--- src/rtl/proc_pkg.sv ---
// proc_pkg: shared definitions for the multicycle processor control unit.
//   - Opcode encodings carried in IR[15:13].
//   - Control FSM state encoding.
//   - ALU operation codes driven on AluOp.
package proc_pkg;

  // Opcodes (IR[15:13])
  localparam logic [2:0] OP_MV  = 3'b000;
  localparam logic [2:0] OP_MVI = 3'b001;
  localparam logic [2:0] OP_ADD = 3'b010;
  localparam logic [2:0] OP_SUB = 3'b011;
  localparam logic [2:0] OP_AND = 3'b100;
  localparam logic [2:0] OP_LD  = 3'b101;
  localparam logic [2:0] OP_ST  = 3'b110;
  localparam logic [2:0] OP_111 = 3'b111;  // jmp or mvnz depending on build

  // ALU operation codes
  localparam logic [1:0] ALU_ADD = 2'b00;
  localparam logic [1:0] ALU_SUB = 2'b01;
  localparam logic [1:0] ALU_AND = 2'b10;

  // Register index of the program counter
  localparam logic [2:0] REG_PC = 3'd7;

  typedef enum logic [2:0] {
    S_IDLE    = 3'd0,
    S_F_ADDR  = 3'd1,
    S_F_WAIT  = 3'd2,
    S_F_LOAD  = 3'd3,
    S_EX1     = 3'd4,
    S_EX2     = 3'd5,
    S_EX_WAIT = 3'd6,
    S_EX3     = 3'd7
  } state_t;

  // True for the three two-operand ALU instructions.
  function automatic logic is_alu_op(input logic [2:0] op);
    return (op == OP_ADD) || (op == OP_SUB) || (op == OP_AND);
  endfunction

  // AluOp code for an ALU instruction; add for anything else.
  function automatic logic [1:0] alu_code(input logic [2:0] op);
    logic [1:0] c;
    case (op)
      OP_SUB:  c = ALU_SUB;
      OP_AND:  c = ALU_AND;
      default: c = ALU_ADD;
    endcase
    return c;
  endfunction

endpackage

--- src/rtl/proc_control_fsm_dec3to8.sv ---
// dec3to8: 3-bit register index to 8-bit one-hot select with enable.
//   i_en      in   1  enable; output is all-zero when low
//   i_sel     in   3  register index
//   o_onehot  out  8  one-hot select (bit i_sel set when enabled)
module dec3to8 (
  input  logic       i_en,
  input  logic [2:0] i_sel,
  output logic [7:0] o_onehot
);

  always_comb begin
    o_onehot = 8'h00;
    if (i_en) o_onehot[i_sel] = 1'b1;
  end

endmodule

--- src/rtl/proc_control_fsm.sv ---
// proc_control_fsm: multicycle control unit for the 16-bit processor.
// Fetches one instruction through the PC (R7), executes it over a few
// cycles and pulses Done when it retires. All outputs are Moore-style,
// decoded from state, IR and G_nz; while Resetn is low every output is
// forced to 0 except pc_clear.
//
// Build option: PROC_JUMP_EN
//   defined   -> op 111 is jmp  (PC <= R[Y])
//   undefined -> op 111 is mvnz (R[X] <= R[Y] when G != 0)
//
// Parameters
//   DATA_W    datapath / IR width (opcode fields live in IR[15:7])
//   MEM_WAIT  idle cycles between ADDRin and valid DIN (0..7)
// Ports
//   Clock     in   clock, all state on posedge
//   Resetn    in   synchronous active-low reset
//   Run       in   start / continue execution
//   IR        in   instruction register: [15:13] op, [12:10] X, [9:7] Y
//   G_nz      in   G register is non-zero
//   Rin       out  one-hot register write enables (bit 7 = PC load)
//   Rout      out  one-hot bus source select for R0..R7
//   IRin      out  load IR from DIN
//   Ain, Gin  out  load ALU operand A / result G
//   Gout      out  G drives bus
//   DINout    out  DIN drives bus
//   AluOp     out  00 add, 01 sub, 10 and
//   ADDRin    out  load memory address register from bus
//   DOUTin    out  load memory data-out register from bus
//   W_D       out  memory write strobe
//   pc_incr   out  PC increment
//   pc_clear  out  PC clear (asserted while in reset)
//   Done      out  one-cycle pulse: instruction retired
module proc_control_fsm
  import proc_pkg::*;
#(
  parameter int DATA_W   = 16,
  parameter int MEM_WAIT = 1
) (
  input  logic              Clock,
  input  logic              Resetn,
  input  logic              Run,
  input  logic [DATA_W-1:0] IR,
  input  logic              G_nz,
  output logic [7:0]        Rin,
  output logic [7:0]        Rout,
  output logic              IRin,
  output logic              Ain,
  output logic              Gin,
  output logic              Gout,
  output logic              DINout,
  output logic [1:0]        AluOp,
  output logic              ADDRin,
  output logic              DOUTin,
  output logic              W_D,
  output logic              pc_incr,
  output logic              pc_clear,
  output logic              Done
);

  // The wait state is entered for its first cycle, so the counter loads
  // MEM_WAIT-1 and the state exits once it reads 0.
  localparam int         WAIT_LD_I = (MEM_WAIT > 0) ? MEM_WAIT - 1 : 0;
  localparam logic [2:0] WAIT_LD   = 3'(WAIT_LD_I);
  localparam bit         HAS_WAIT  = (MEM_WAIT > 0);

  state_t     r_state, w_next;
  logic [2:0] r_wait,  w_wait_nxt;

  logic [2:0] w_op, w_x, w_y;
  logic       w_unused_ir;

  assign w_op        = IR[15:13];
  assign w_x         = IR[12:10];
  assign w_y         = IR[9:7];
  assign w_unused_ir = ^IR[6:0];

  // Raw (pre-reset-gating) control decode
  logic       w_rin_en,  w_rout_en;
  logic [2:0] w_rin_sel, w_rout_sel;
  logic       w_irin, w_ain, w_gin, w_gout, w_dinout;
  logic [1:0] w_aluop;
  logic       w_addrin, w_doutin, w_wd, w_pinc, w_done;

  always_comb begin
    w_next     = r_state;
    w_wait_nxt = r_wait;
    w_rin_en   = 1'b0;
    w_rin_sel  = w_x;
    w_rout_en  = 1'b0;
    w_rout_sel = w_y;
    w_irin     = 1'b0;
    w_ain      = 1'b0;
    w_gin      = 1'b0;
    w_gout     = 1'b0;
    w_dinout   = 1'b0;
    w_aluop    = ALU_ADD;
    w_addrin   = 1'b0;
    w_doutin   = 1'b0;
    w_wd       = 1'b0;
    w_pinc     = 1'b0;
    w_done     = 1'b0;

    case (r_state)
      S_IDLE: begin
        if (Run) w_next = S_F_ADDR;
      end

      S_F_ADDR: begin
        w_rout_en  = 1'b1;
        w_rout_sel = REG_PC;
        w_addrin   = 1'b1;
        w_pinc     = 1'b1;
        if (HAS_WAIT) begin
          w_next     = S_F_WAIT;
          w_wait_nxt = WAIT_LD;
        end else begin
          w_next     = S_F_LOAD;
        end
      end

      S_F_WAIT: begin
        if (r_wait == 3'd0) w_next = S_F_LOAD;
        else                w_wait_nxt = r_wait - 3'd1;
      end

      S_F_LOAD: begin
        w_dinout = 1'b1;
        w_irin   = 1'b1;
        w_next   = S_EX1;
      end

      S_EX1: begin
        case (w_op)
          OP_MV: begin
            w_rout_en = 1'b1;
            w_rin_en  = 1'b1;
            w_done    = 1'b1;
          end
          OP_MVI: begin
            // Immediate sits at the word after the instruction: fetch it
            // through the PC and step past it.
            w_rout_en  = 1'b1;
            w_rout_sel = REG_PC;
            w_addrin   = 1'b1;
            w_pinc     = 1'b1;
          end
          OP_ADD, OP_SUB, OP_AND: begin
            w_rout_en  = 1'b1;
            w_rout_sel = w_x;
            w_ain      = 1'b1;
            w_next     = S_EX2;
          end
          OP_LD: begin
            w_rout_en = 1'b1;
            w_addrin  = 1'b1;
          end
          OP_ST: begin
            w_rout_en = 1'b1;
            w_addrin  = 1'b1;
            w_next    = S_EX2;
          end
          default: begin  // OP_111
`ifdef PROC_JUMP_EN
            w_rout_en = 1'b1;
            w_rin_en  = 1'b1;
            w_rin_sel = REG_PC;
`else
            w_rout_en = G_nz;
            w_rin_en  = G_nz;
`endif
            w_done    = 1'b1;
          end
        endcase
        // mvi and ld both wait for memory before the EX3 write-back.
        if (w_op == OP_MVI || w_op == OP_LD) begin
          if (HAS_WAIT) begin
            w_next     = S_EX_WAIT;
            w_wait_nxt = WAIT_LD;
          end else begin
            w_next     = S_EX3;
          end
        end
      end

      S_EX2: begin
        if (w_op == OP_ST) begin
          w_rout_en  = 1'b1;
          w_rout_sel = w_x;
          w_doutin   = 1'b1;
          w_wd       = 1'b1;
          w_done     = 1'b1;
        end else if (is_alu_op(w_op)) begin
          w_rout_en = 1'b1;
          w_gin     = 1'b1;
          w_aluop   = alu_code(w_op);
          w_next    = S_EX3;
        end else begin
          w_next    = S_IDLE;  // unreachable for a stable IR
        end
      end

      S_EX_WAIT: begin
        if (r_wait == 3'd0) w_next = S_EX3;
        else                w_wait_nxt = r_wait - 3'd1;
      end

      S_EX3: begin
        w_rin_en = 1'b1;
        if (is_alu_op(w_op)) w_gout   = 1'b1;
        else                 w_dinout = 1'b1;
        w_done   = 1'b1;
      end

      default: w_next = S_IDLE;
    endcase

    // Run is sampled at retirement to chain straight into the next fetch.
    if (w_done) w_next = Run ? S_F_ADDR : S_IDLE;
  end

  always_ff @(posedge Clock) begin
    if (!Resetn) begin
      r_state <= S_IDLE;
      r_wait  <= 3'd0;
    end else begin
      r_state <= w_next;
      r_wait  <= w_wait_nxt;
    end
  end

  // Reset gates the decoders directly so a write in flight is dropped.
  logic [7:0] w_rin_oh, w_rout_oh;

  dec3to8 u_dec_rin (
    .i_en     (w_rin_en & Resetn),
    .i_sel    (w_rin_sel),
    .o_onehot (w_rin_oh)
  );

  dec3to8 u_dec_rout (
    .i_en     (w_rout_en & Resetn),
    .i_sel    (w_rout_sel),
    .o_onehot (w_rout_oh)
  );

  assign Rin      = w_rin_oh;
  assign Rout     = w_rout_oh;
  assign IRin     = Resetn & w_irin;
  assign Ain      = Resetn & w_ain;
  assign Gin      = Resetn & w_gin;
  assign Gout     = Resetn & w_gout;
  assign DINout   = Resetn & w_dinout;
  assign AluOp    = Resetn ? w_aluop : 2'b00;
  assign ADDRin   = Resetn & w_addrin;
  assign DOUTin   = Resetn & w_doutin;
  assign W_D      = Resetn & w_wd;
  assign pc_incr  = Resetn & w_pinc;
  assign pc_clear = ~Resetn;
  assign Done     = Resetn & w_done;

endmodule

--- config.mk ---
export PLATFORM = sky130hd
export DESIGN_NAME = proc_control_fsm
export DESIGN_NICKNAME = d
export VERILOG_FILES = /design/src/rtl/proc_pkg.sv /design/src/rtl/proc_control_fsm_dec3to8.sv /design/src/rtl/proc_control_fsm.sv
export SDC_FILE = /design/constraint.sdc
export NUM_CORES = 1
export LEC_CHECK = 0
export CAP_MARGIN = 20
export CORE_ASPECT_RATIO = 0.5
export CORE_UTILIZATION = 40
export CTS_CLUSTER_DIAMETER = 40
export DETAILED_ROUTE_END_ITERATION = 8
export GPL_ROUTABILITY_DRIVEN = 0
export PLACE_DENSITY_LB_ADDON = 0.1
export SYNTH_ARGS = -nofsm -noshare
export SYNTH_HDL_FRONTEND = slang
export SYNTH_SLANG_ARGS = --single-unit
--- constraint.sdc ---
create_clock -name Clock -period 3.7 [get_ports Clock]
set_clock_uncertainty 0.05 [all_clocks]
set_input_delay 1.11 -clock Clock [delete_from_list [all_inputs] [get_ports Clock]]
set_output_delay 1.11 -clock Clock [all_outputs]
set_load 0.02 [all_outputs]
==> metrics.cfg, run 1 <==
[synth]
ys_ff_latch=6
synthesis.area_per_instance_sq_um=6.94
yosysTopAreaCell=dfxtp_1
synth_top_area_share_pct=11.0
seq_area_frac_synth_pct=11.0
syn_nets=183
ys_types=47
synthTopCellsByArea=dfxtp_1 11%, nor2_1 9.6%, ha_1 6.9%, nand2b_1 6.3%, a2111oi_4 5.1%
yosys_warnings=0
syn-cell-area_sq_um=1090
yosys-top-cells-count=28 x nor2_1, 14 x nand2_1, 11 x nand2b_1
synth_ff_type=dfxtp_1
netlist_instances=157
synth_enable_flop_cells=0
synth.most_common_cell=nor2_1
async_flop_share_pct=0

[power_and_ir_drop]
p_leak_nw=0.965
powerDensity_nw_per_um2=210
pwr-share-clk_pct=20.7
seqPwrFrac_pct=16.1
internal_power_w=0.000278
combPwrFrac_pct=63.2
totalPowerFinal_w=0.000477
irDropWorstVdd_v=0.000167
p_sw_w=0.000199
p_sw_share_pct=41.7

[drt]
wl_per_cell_microns=24.6
drt-total-wl_microns=6950
firstDrtPassIters=8
drtIter0Drc=437
postRouteAntennaNets=0
vias_per_cell=6.88
vias=1939
drc=0

[floorplan]
num_rows=12
die_w_microns=75.8
start_util_pct=45.6
dieArea_sq_um=2950
core_sq_um=2390
ios=49
die_height_microns=38.9

[min_path]
holdPathEnd=r_wait[1]$_SDFFE_PN0P_
min_from=r_wait[1]$_SDFFE_PN0P_
hp-class=flop to flop
min_path_cells=2

[sta]
fin_ws_ns=-0.388
setup_viol=24
period_needed_ns=4.09
relSlewSlack_pct=60.7
final_hold_viol_count=0
max_freq_mhz=245
period_share_pct=110
tightest_slew_ns=0.581
rsz0062_at_grt=yes
maxSlewViolCount=0

[worst_setup_path]
rr_startpoint=r_state[0]$_SDFFE_PN0P_
cp.arrival_ns=2.93
r2r_cells=6
crit_fanout=3
rrSetupSlack_ns=1.38
path_class=input pin to output port
crit_path_start_kind=input pin
cp-end-kind=output port
r2r-end=r_state[0]$_SDFFE_PN0P_
cp.required_ns=2.54

[job]
drv_cap=0

[final_layout]
design_area_sq_um=2270
nNetsFinal=275
diodes=0
final_util_pct=95.2
drive_gt1_share_pct=55.5
area_growth_pct=109

[clocking]
cts.sinks=6
clkSlewWorstSetupHoldPaths_ns=0.04
numCtsBuffers=3
clock_latency_ns=0.22
htree_levels=1
root_buffer=clkbuf_8
cts_tree=yes
cts_buffer_depth=2
postCtsHoldBufs=0

[global_route]
groute.usage.overall_pct=38.8
grt_max_degree=15
antenna_found_initial=0
grt_pass1_wl_microns=8270
grt_pass1_vias=1675
overflow=0

[place]
port_buffers=41
post-dp-hpwl_microns=2960
postPlaceCellArea_sq_um=1890

[outcome]
status=finished with violations
violations=setup timing

sequential cells by signal (all words and copies together) (netlist names):
register / flops
r_state: 3
r_wait: 3
cells by family after synthesis:
kind of cell / share of synthesized area (%)
simple gates: 41.1
compound gates: 28.4
buf+inv: 7.92
fa+ha+maj: 6.89
flops: 11.0
mux: 4.71
metal layers:
| metal | vias up | GRT usage, % | routed length, microns |
|---|---|---|---|
| met3 | 107 | 5.73 | 1050 |
| met4 | 0 | 25.5 | 659 |
| met2 | 241 | 68.1 | 2810 |
| met5 | - | 0 | 0 |
| li1 | 746 | - | - |
| met1 | 845 | 45.0 | 2430 |
layout by cell type, fill, tap and decap left out, types with 3 or more instances in the layout:
master	netlist	layout
a21oi_1	6	5
buf_12	0	3
buf_2	3	4
buf_4	2	50
buf_6	1	19
clkbuf_2	0	5
clkbuf_8	0	3
clkdlybuf4s50_1	0	9
dfxtp_1	6	6
dlygate4sd2_1	0	5
inv_1	10	8
mux2i_1	4	4
nand2_1	14	11
nand2b_1	11	6
nand2b_4	0	5
nor2_1	28	14
nor2_4	0	14
nor2b_1	4	3
nor3_1	9	4
nor3_2	0	4
o21ai_0	4	4
o32ai_2	0	3
worst max-delay path, stage by stage:
cell             delay, ns
clkdlybuf4s50_1       0.46
and3_1                0.21
o32ai_2               0.40
a211oi_4              0.10
buf_4                 0.16
or2_4                 0.25
nor2_4                0.10
buf_6                 0.12
cell type report:
type / count / area (sq um)
well taps: 35 / 43.8
multi-input cells: 133 / 1200
repair buffers: 95 / 828
flip-flops and latches: 6 / 120
inverters: 10 / 42.5
clock buffers: 3 / 41.3
fillers: 55 / 114
what timing repair did:
action / 4_1_cts / 5_1_grt
buffers inserted: 8 / 5
hold endpoints to repair: 0 / 0
pin swaps: 15 / 15
endpoints found under the setup margin: 28 / 24
gates resized for setup: 158 / 47
worst max-delay path by stage:
| stage | cells past startpoint | slack (ns) | end | startpoint |
|---|---|---|---|---|
| 6_report | 8 | -0.39 | Rout[0] | IR[11] |
| 5_1_grt | 8 | -0.52 | Rout[0] | IR[11] |
| 4_1_cts | 10 | -0.42 | Rout[0] | IR[13] |
| 3_5_place_dp | 9 | -1.19 | Rout[5] | IR[13] |
| 3_3_place_gp | 9 | -1.13 | Rout[1] | IR[13] |
| 2_1_floorplan | 6 | -0.04 | Rout[1] | IR[13] |
power groups by stage:
stage	sequential, W	combinational [W]	clock (W)
after floorplan	0.0000706	0.000123	0
after global placement	0.0000759	0.000199	0
after detailed placement	0.0000758	0.000202	0
after CTS	0.0000749	0.000241	0.0000994
after global routing	0.0000765	0.000308	0.0000999
final	0.0000767	0.000302	0.0000990
through the flow:
step                      std cells  hold slack (ns)  setup TNS (ns)  worst slack [ns]
after global placement          266            0.423          -23.72             -1.13
after global routing            282            0.545           -7.62            -0.518
after CTS                       277            0.440           -2.94            -0.419
after floorplan                 157            0.407         -0.0871           -0.0411
after detailed placement        266            0.430          -24.48             -1.19
final                           282            0.452           -5.83            -0.388
No activity file was read; power rests on OpenSTA's default activity.
==> run 2, diff against run 1 <==
--- a/config.mk
+++ b/config.mk
@@ -10,8 +10,10 @@
 export CORE_UTILIZATION = 40
 export CTS_CLUSTER_DIAMETER = 40
 export DETAILED_ROUTE_END_ITERATION = 8
+export DONT_BUFFER_PORTS = 1
 export GPL_ROUTABILITY_DRIVEN = 0
 export PLACE_DENSITY_LB_ADDON = 0.1
+export SETUP_SLACK_MARGIN = 0.02
 export SYNTH_ARGS = -nofsm -noshare
 export SYNTH_HDL_FRONTEND = slang
 export SYNTH_SLANG_ARGS = --single-unit
==> run 2 against run 1 <==
  * Setup slack improved by 0.34 ns
  * Flip-flop and latch count unchanged
  * Critical endpoint is now Rout[1]
  * Via count shrank 35%
  * Cell area is 30% lower
  * Maximum frequency rose by 9.2%
  * Largest cell class unchanged
  * Cell count down 23%
  * The run still ends with setup timing left
==> metrics.cfg, run 2 (same netlist as run 1, synthesis figures left out) <==
[outcome]
status=finished with violations
violations=setup timing

[worst_setup_path]
startpoint=IR[14]
r2r_cells=5  ; -1
r2r-end=r_state[0]$_SDFFE_PN0P_
cp.required_ns=2.54  ; about the same
worstPathCellList=ha_4 -> or3_4 -> a2111oi_4 -> a211oi_4 -> or2_4 -> nor2_4
worst_path_max_delay_cell=or3_4
rr_startpoint=r_state[0]$_SDFFE_PN0P_
crit_path_start_kind=input pin
crit_fanout=4  ; +1
cp-endpoint=Rout[1]
cp.arrival_ns=2.58  ; -0.35 ns
critical_path.max_stage_delay_ns=0.41  ; -0.05 ns
path_class=input pin to output port
cp-end-kind=output port
rrSetupSlack_ns=1.63  ; +0.25 ns

[drt]
vias_per_cell=5.79  ; -16%
vias=1263  ; -35%
drtIter0Drc=121  ; -72%
wl_per_cell_microns=14.6  ; -41%
drt-total-wl_microns=3180  ; -54%
drc=0  ; unchanged
firstDrtPassIters=4  ; -4
postRouteAntennaNets=0  ; unchanged

[floorplan]
die_height_microns=38.9  ; unchanged
core_sq_um=2390  ; unchanged
dieArea_sq_um=2950  ; unchanged
die_w_microns=75.8  ; unchanged
start_util_pct=45.6  ; unchanged
num_rows=12  ; unchanged
ios=49  ; unchanged

[global_route]
busiest_layer=met2
antenna_found_initial=0  ; unchanged
overflow=0  ; unchanged
groute.usage.overall_pct=22.8  ; -16 points
grt_pass1_vias=1074  ; -36%
grt_use_met3_pct=2.08  ; -3.6 points
grt_max_degree=20  ; +5
grtUsageMet2_pct=37.8  ; -30 points
use_met1_pct=31.4  ; -14 points
grt_pass1_wl_microns=4950  ; -40%

[power_and_ir_drop]
powerDensity_nw_per_um2=217  ; +3.4%
irDropWorstVdd_v=0.000180  ; +7.9%
p_leak_nw=0.612  ; -37%

[final_layout]
nNetsFinal=211  ; -23%
final-seq-area_sq_um=120  ; unchanged
design_area_sq_um=1590  ; -30%
diodes=0  ; unchanged
area_growth_pct=46.3
reg.largest.list=r_state x3, r_wait x3
drive_gt1_share_pct=41.0  ; -14 points
multiInputGateArea_sq_um=1100  ; -8.2%
nFillCells=216  ; +290%
layout_commonest_cell=buf_4
final_cell_mix=29 x buf_4, 20 x nor2_1, 10 x nand2_1, 9 x inv_1, 8 x nor2_4

[sta]
setup_viol=6  ; -75%
relSlewSlack_pct=59.7  ; -1.1 points
maxSlewViolCount=0  ; unchanged
period_share_pct=101  ; -9.3 points
tightest_slew_ns=0.604  ; +0.0229 ns
rsz0062_at_grt=yes
period_needed_ns=3.74  ; -0.344 ns
final_hold_viol_count=0  ; unchanged
setup_tns_ns=-0.0926  ; +5.73 ns
fin_ws_ns=-0.0442  ; +0.344 ns
max_freq_mhz=267  ; +9.2%

[clocking]
htree_levels=1  ; unchanged
postCtsHoldBufs=0  ; unchanged
cts.sinks=6  ; unchanged
cts_buffer_depth=2  ; unchanged
clkSlewWorstSetupHoldPaths_ns=0.04  ; about the same
clock_latency_ns=0.22  ; about the same
numCtsBuffers=3  ; unchanged
root_buffer=clkbuf_8
cts_tree=yes

[min_path]
hp-class=flop to flop
min_from=r_wait[2]$_SDFFE_PN0P_

[place]
post-dp-hpwl_microns=2390  ; -19%
port_buffers=0  ; -100%
postPlaceCellArea_sq_um=1420  ; -25%

[job]
drv_cap=0  ; unchanged

-- run 2: cell count changes in the layout (fill, tap and decap cells not counted), sizes merged --
cell / change
buf: -45
clkdlybuf4s50: -9
clkbuf: -5
dlygate4sd2: -5
-- run 2: metal layers --
metal | vias to the layer above | part of all wire, %
li1 | 616 | -
met1 | 578 | 44
met2 | 65 | 46
met3 | 4 | 9.2
met4 | 0 | 0.53
met5 | - | 0
-- run 2: layout make-up --
class                           instances  area share [%]
Multi-Input combinational cell        133            69.0
Timing Repair Buffer                   31            15.6
Inverter                               10            2.51
Sequential cell                         6            7.54
Clock buffer                            3            2.59
Tap cell                               35            2.75
-- run 2: worst min-delay path by stage --
stage	slack, ns	cells past startpoint	end
2_1_floorplan	0.41	2	r_wait[1]$_SDFFE_PN0P_
3_3_place_gp	0.42	2	r_wait[2]$_SDFFE_PN0P_
3_5_place_dp	0.43	2	r_wait[2]$_SDFFE_PN0P_
4_1_cts	0.44	2	r_wait[2]$_SDFFE_PN0P_
5_1_grt	0.49	2	r_wait[2]$_SDFFE_PN0P_
6_report	0.43	2	r_wait[2]$_SDFFE_PN0P_
-- run 2: worst max-delay path, delay by kind of cell --
family / cells / cell delay (ns)
fa+ha+maj: 1 / 0.14
simple gates: 3 / 0.86
compound gates: 2 / 0.48
-- run 2: what timing repair did --
item,CTS,global route
pin swaps,2,12
setup endpoints to repair,10,16
gates cloned,0,0
buffers inserted,0,2
resized for setup,8,18
endpoints found under the hold margin,0,0
-- run 2: report_power, final --
group / switching (W) / internal, W / total (W) / leakage [nW]
logic: 0.0000894 / 0.0000759 / 0.000165 / 0.542
clock network: 0.0000286 / 0.0000699 / 0.0000985 / 0.0216
registers: 0.0000140 / 0.0000684 / 0.0000824 / 0.0488
-- run 2: through the flow --
step / utilization, % / total power (W) / hold slack [ns] / instances / setup WS, ns
after global routing: 66.8 / 0.000367 / 0.486 / 218 / -0.0833
after global placement: 59.3 / 0.000225 / 0.423 / 214 / -0.0718
after floorplan: - / 0.000196 / 0.407 / 157 / -0.0514
after detailed placement: 59.3 / 0.000226 / 0.428 / 214 / -0.101
final: 66.8 / 0.000346 / 0.433 / 218 / -0.0442
after CTS: 62.4 / 0.000330 / 0.437 / 217 / -0.0185
==> run 3, diff against run 2 <==
--- a/config.mk
+++ b/config.mk
@@ -10,7 +10,6 @@
 export CORE_UTILIZATION = 40
 export CTS_CLUSTER_DIAMETER = 40
 export DETAILED_ROUTE_END_ITERATION = 8
-export DONT_BUFFER_PORTS = 1
 export GPL_ROUTABILITY_DRIVEN = 0
 export PLACE_DENSITY_LB_ADDON = 0.1
 export SETUP_SLACK_MARGIN = 0.02
==> constraint.sdc (replaced) <==
create_clock -name Clock -period 3.7 [get_ports Clock]
set_clock_uncertainty 0.05 [all_clocks]
set_input_delay 0.555 -clock Clock [delete_from_list [all_inputs] [get_ports Clock]]
set_output_delay 0.555 -clock Clock [all_outputs]
set_load 0.02 [all_outputs]
==> run 3 against run 2 <==
  * The run now ends clean
  * Global-route usage increased by 1.8 points
  * Critical path depth rose by 3
  * Non-clock buffer count increased by 26
  * Die area is the same
  * Cell area grew 5.4%
  * Critical path type unchanged
==> metrics.cfg, run 3 (same netlist as run 1, synthesis figures left out) <==
[sta]
period_share_pct=93.4  ; -7.8 points
tightest_slew_ns=0.576  ; -0.0283 ns
relSlewSlack_pct=61.6  ; +1.9 points
rsz0062_at_grt=no
max_freq_mhz=289  ; +8.3%
setup_viol=0  ; -6
period_needed_ns=3.46  ; -0.287 ns
maxSlewViolCount=0  ; unchanged
setup_tns_ns=0  ; +0.0926 ns
final_hold_viol_count=0  ; unchanged
whs_ns=0.436  ; +0.00355 ns

[floorplan]
num_rows=12  ; unchanged
ios=49  ; unchanged
die_height_microns=38.9  ; unchanged
dieArea_sq_um=2950  ; unchanged
start_util_pct=45.6  ; unchanged
core_sq_um=2390  ; unchanged
die_w_microns=75.8  ; unchanged

[power_and_ir_drop]
internal_power_w=0.000212  ; -1.1%
pwr-share-clk_pct=28.7  ; +0.2 points
irDropWorstVdd_v=0.000185  ; +2.9%
p_sw_w=0.000120  ; -9.1%
combPwrFrac_pct=46.1  ; -1.6 points
p_sw_share_pct=36.2  ; -2.0 points
totalPowerFinal_w=0.000332  ; -4.2%
powerDensity_nw_per_um2=197  ; -9.1%
p_leak_nw=0.859  ; +40%
seqPwrFrac_pct=25.1  ; +1.3 points

[final_layout]
nNetsFinal=237  ; +12%
nFillCells=212  ; -1.9%
layout_commonest_cell=nor2_1
area_growth_pct=54.2
drive_gt1_share_pct=12.9  ; -28 points
diodes=0  ; unchanged
reg.largest.list=r_state x3, r_wait x3
final_cell_mix=28 x nor2_1, 24 x clkdlybuf4s50_1, 16 x buf_4, 14 x nand2_1, 12 x dlymetal6s2s_1

[min_path]
min_from=r_wait[2]$_SDFFE_PN0P_
hp-class=flop to flop

[clocking]
root_buffer=clkbuf_8
numCtsBuffers=3  ; unchanged
clkSlewWorstSetupHoldPaths_ns=0.04  ; about the same
cts_tree=yes
post-cts-setup-buffer-count=0  ; unchanged
cts.sinks=6  ; unchanged
cts_buffer_depth=2  ; unchanged
htree_levels=1  ; unchanged
clock_latency_ns=0.22  ; about the same

[worst_setup_path]
startpoint=IR[14]
crit_path_start_kind=input pin
path_common_cell=clkdlybuf4s50_1
crit_buf_inv=4  ; +4
rr_startpoint=r_state[2]$_SDFFE_PN0P_
cp-end-kind=output port
critical_path.max_stage_delay_ns=0.61  ; +0.20 ns
rrSetupSlack_ns=1.56  ; -0.07 ns
crit_fanout=6  ; +2
cp.arrival_ns=2.85  ; +0.27 ns
worst_path_max_delay_cell=clkdlybuf4s50_1
crit_family=buffers and inverters
worstPathCellList=clkdlybuf4s50_1 -> inv_1 -> ha_1 -> buf_4 -> a211o_1 -> o32ai_1 -> nand2_1 -> nor2_1 -> clkdlybuf4s50_1
path_class=input pin to output port
cp.required_ns=3.09  ; +0.55 ns

[drt]
vias_per_cell=5.45  ; -5.8%
vias=1331  ; +5.4%
drc=0  ; unchanged
firstDrtPassIters=4  ; unchanged
wl_per_cell_microns=14.0  ; -4.4%
drt-total-wl_microns=3410  ; +7.0%
postRouteAntennaNets=0  ; unchanged
drtIter0Drc=147  ; +21%

[global_route]
grt_pass1_vias=1215  ; +13%
antenna_found_initial=0  ; unchanged
grt_use_met3_pct=3.91  ; +1.8 points
use_met1_pct=31.4  ; about the same
overflow=0  ; unchanged
grt_pass1_wl_microns=5290  ; +7.0%
groute.usage.overall_pct=24.7  ; +1.8 points
busiest_layer=met2
grt_max_degree=20  ; unchanged
grtUsageMet2_pct=41.2  ; +3.3 points

[place]
port_buffers=41  ; +41
post-dp-hpwl_microns=2610  ; +9.1%

[job]
drv_cap=0  ; unchanged

[outcome]
status=finished, final reports clean

run 3: stage by stage:
stage | cells | cell area [sq um] | util (%) | setup WS [ns]
CTS | 244 | 1650 | 69.1 | 0.0258
finish | 244 | 1680 | 70.4 | 0.243
detailed placement | 241 | 1620 | 67.7 | -0.00861
floorplan | 157 | 1090 | - | 0.967
global placement | 241 | 1620 | 67.7 | 0.00313
global route | 244 | 1680 | 70.4 | 0.0628
run 3: worst reg2reg max path: stages (launching register included):
cell and delay, ns:
dfxtp_1 0.63, nand2b_1 0.26, nor4_1 0.42, nor3_1 0.11, o41ai_1 0.43, nor4_1 0.10
run 3: timing repair:
action,CTS,global route
hold buffers,0,0
pin swaps,0,0
resized for setup,5,12
endpoints found under the setup margin,5,12
run 3: final timing paths:
kind                                  end  cells after the start
hold reg to reg    r_wait[2]$_SDFFE_PN0P_                      2
setup / recovery                     Done                      9
setup reg to reg  r_state[0]$_SDFFE_PN0P_                      5
hold / removal     r_wait[2]$_SDFFE_PN0P_                      2
run 3: power groups by stage:
stage / combinational, W / sequential (W) / clock [W]
floorplan: 0.000108 / 0.0000706 / 0
global placement: 0.000151 / 0.0000838 / 0
detailed placement: 0.000152 / 0.0000837 / 0
CTS: 0.000152 / 0.0000828 / 0.0000971
global route: 0.000167 / 0.0000853 / 0.000102
finish: 0.000153 / 0.0000834 / 0.0000953
run 3: cell type report:
type                            count  area, sq um  area share (%)
Sequential cell                     6          120            7.15
Clock buffer                        3         41.3            2.46
Tap cell                           35         43.8            2.61
Multi-Input combinational cell    133          883            52.6
Timing Repair Buffer               57          554            33.0
Inverter                           10         37.5            2.23
run 3: routing by layer:
metal | vias up | part of all wire [%]
met4 | 0 | 1.1
met5 | - | 0
met2 | 52 | 45
met1 | 605 | 48
li1 | 670 | -
met3 | 4 | 6.1
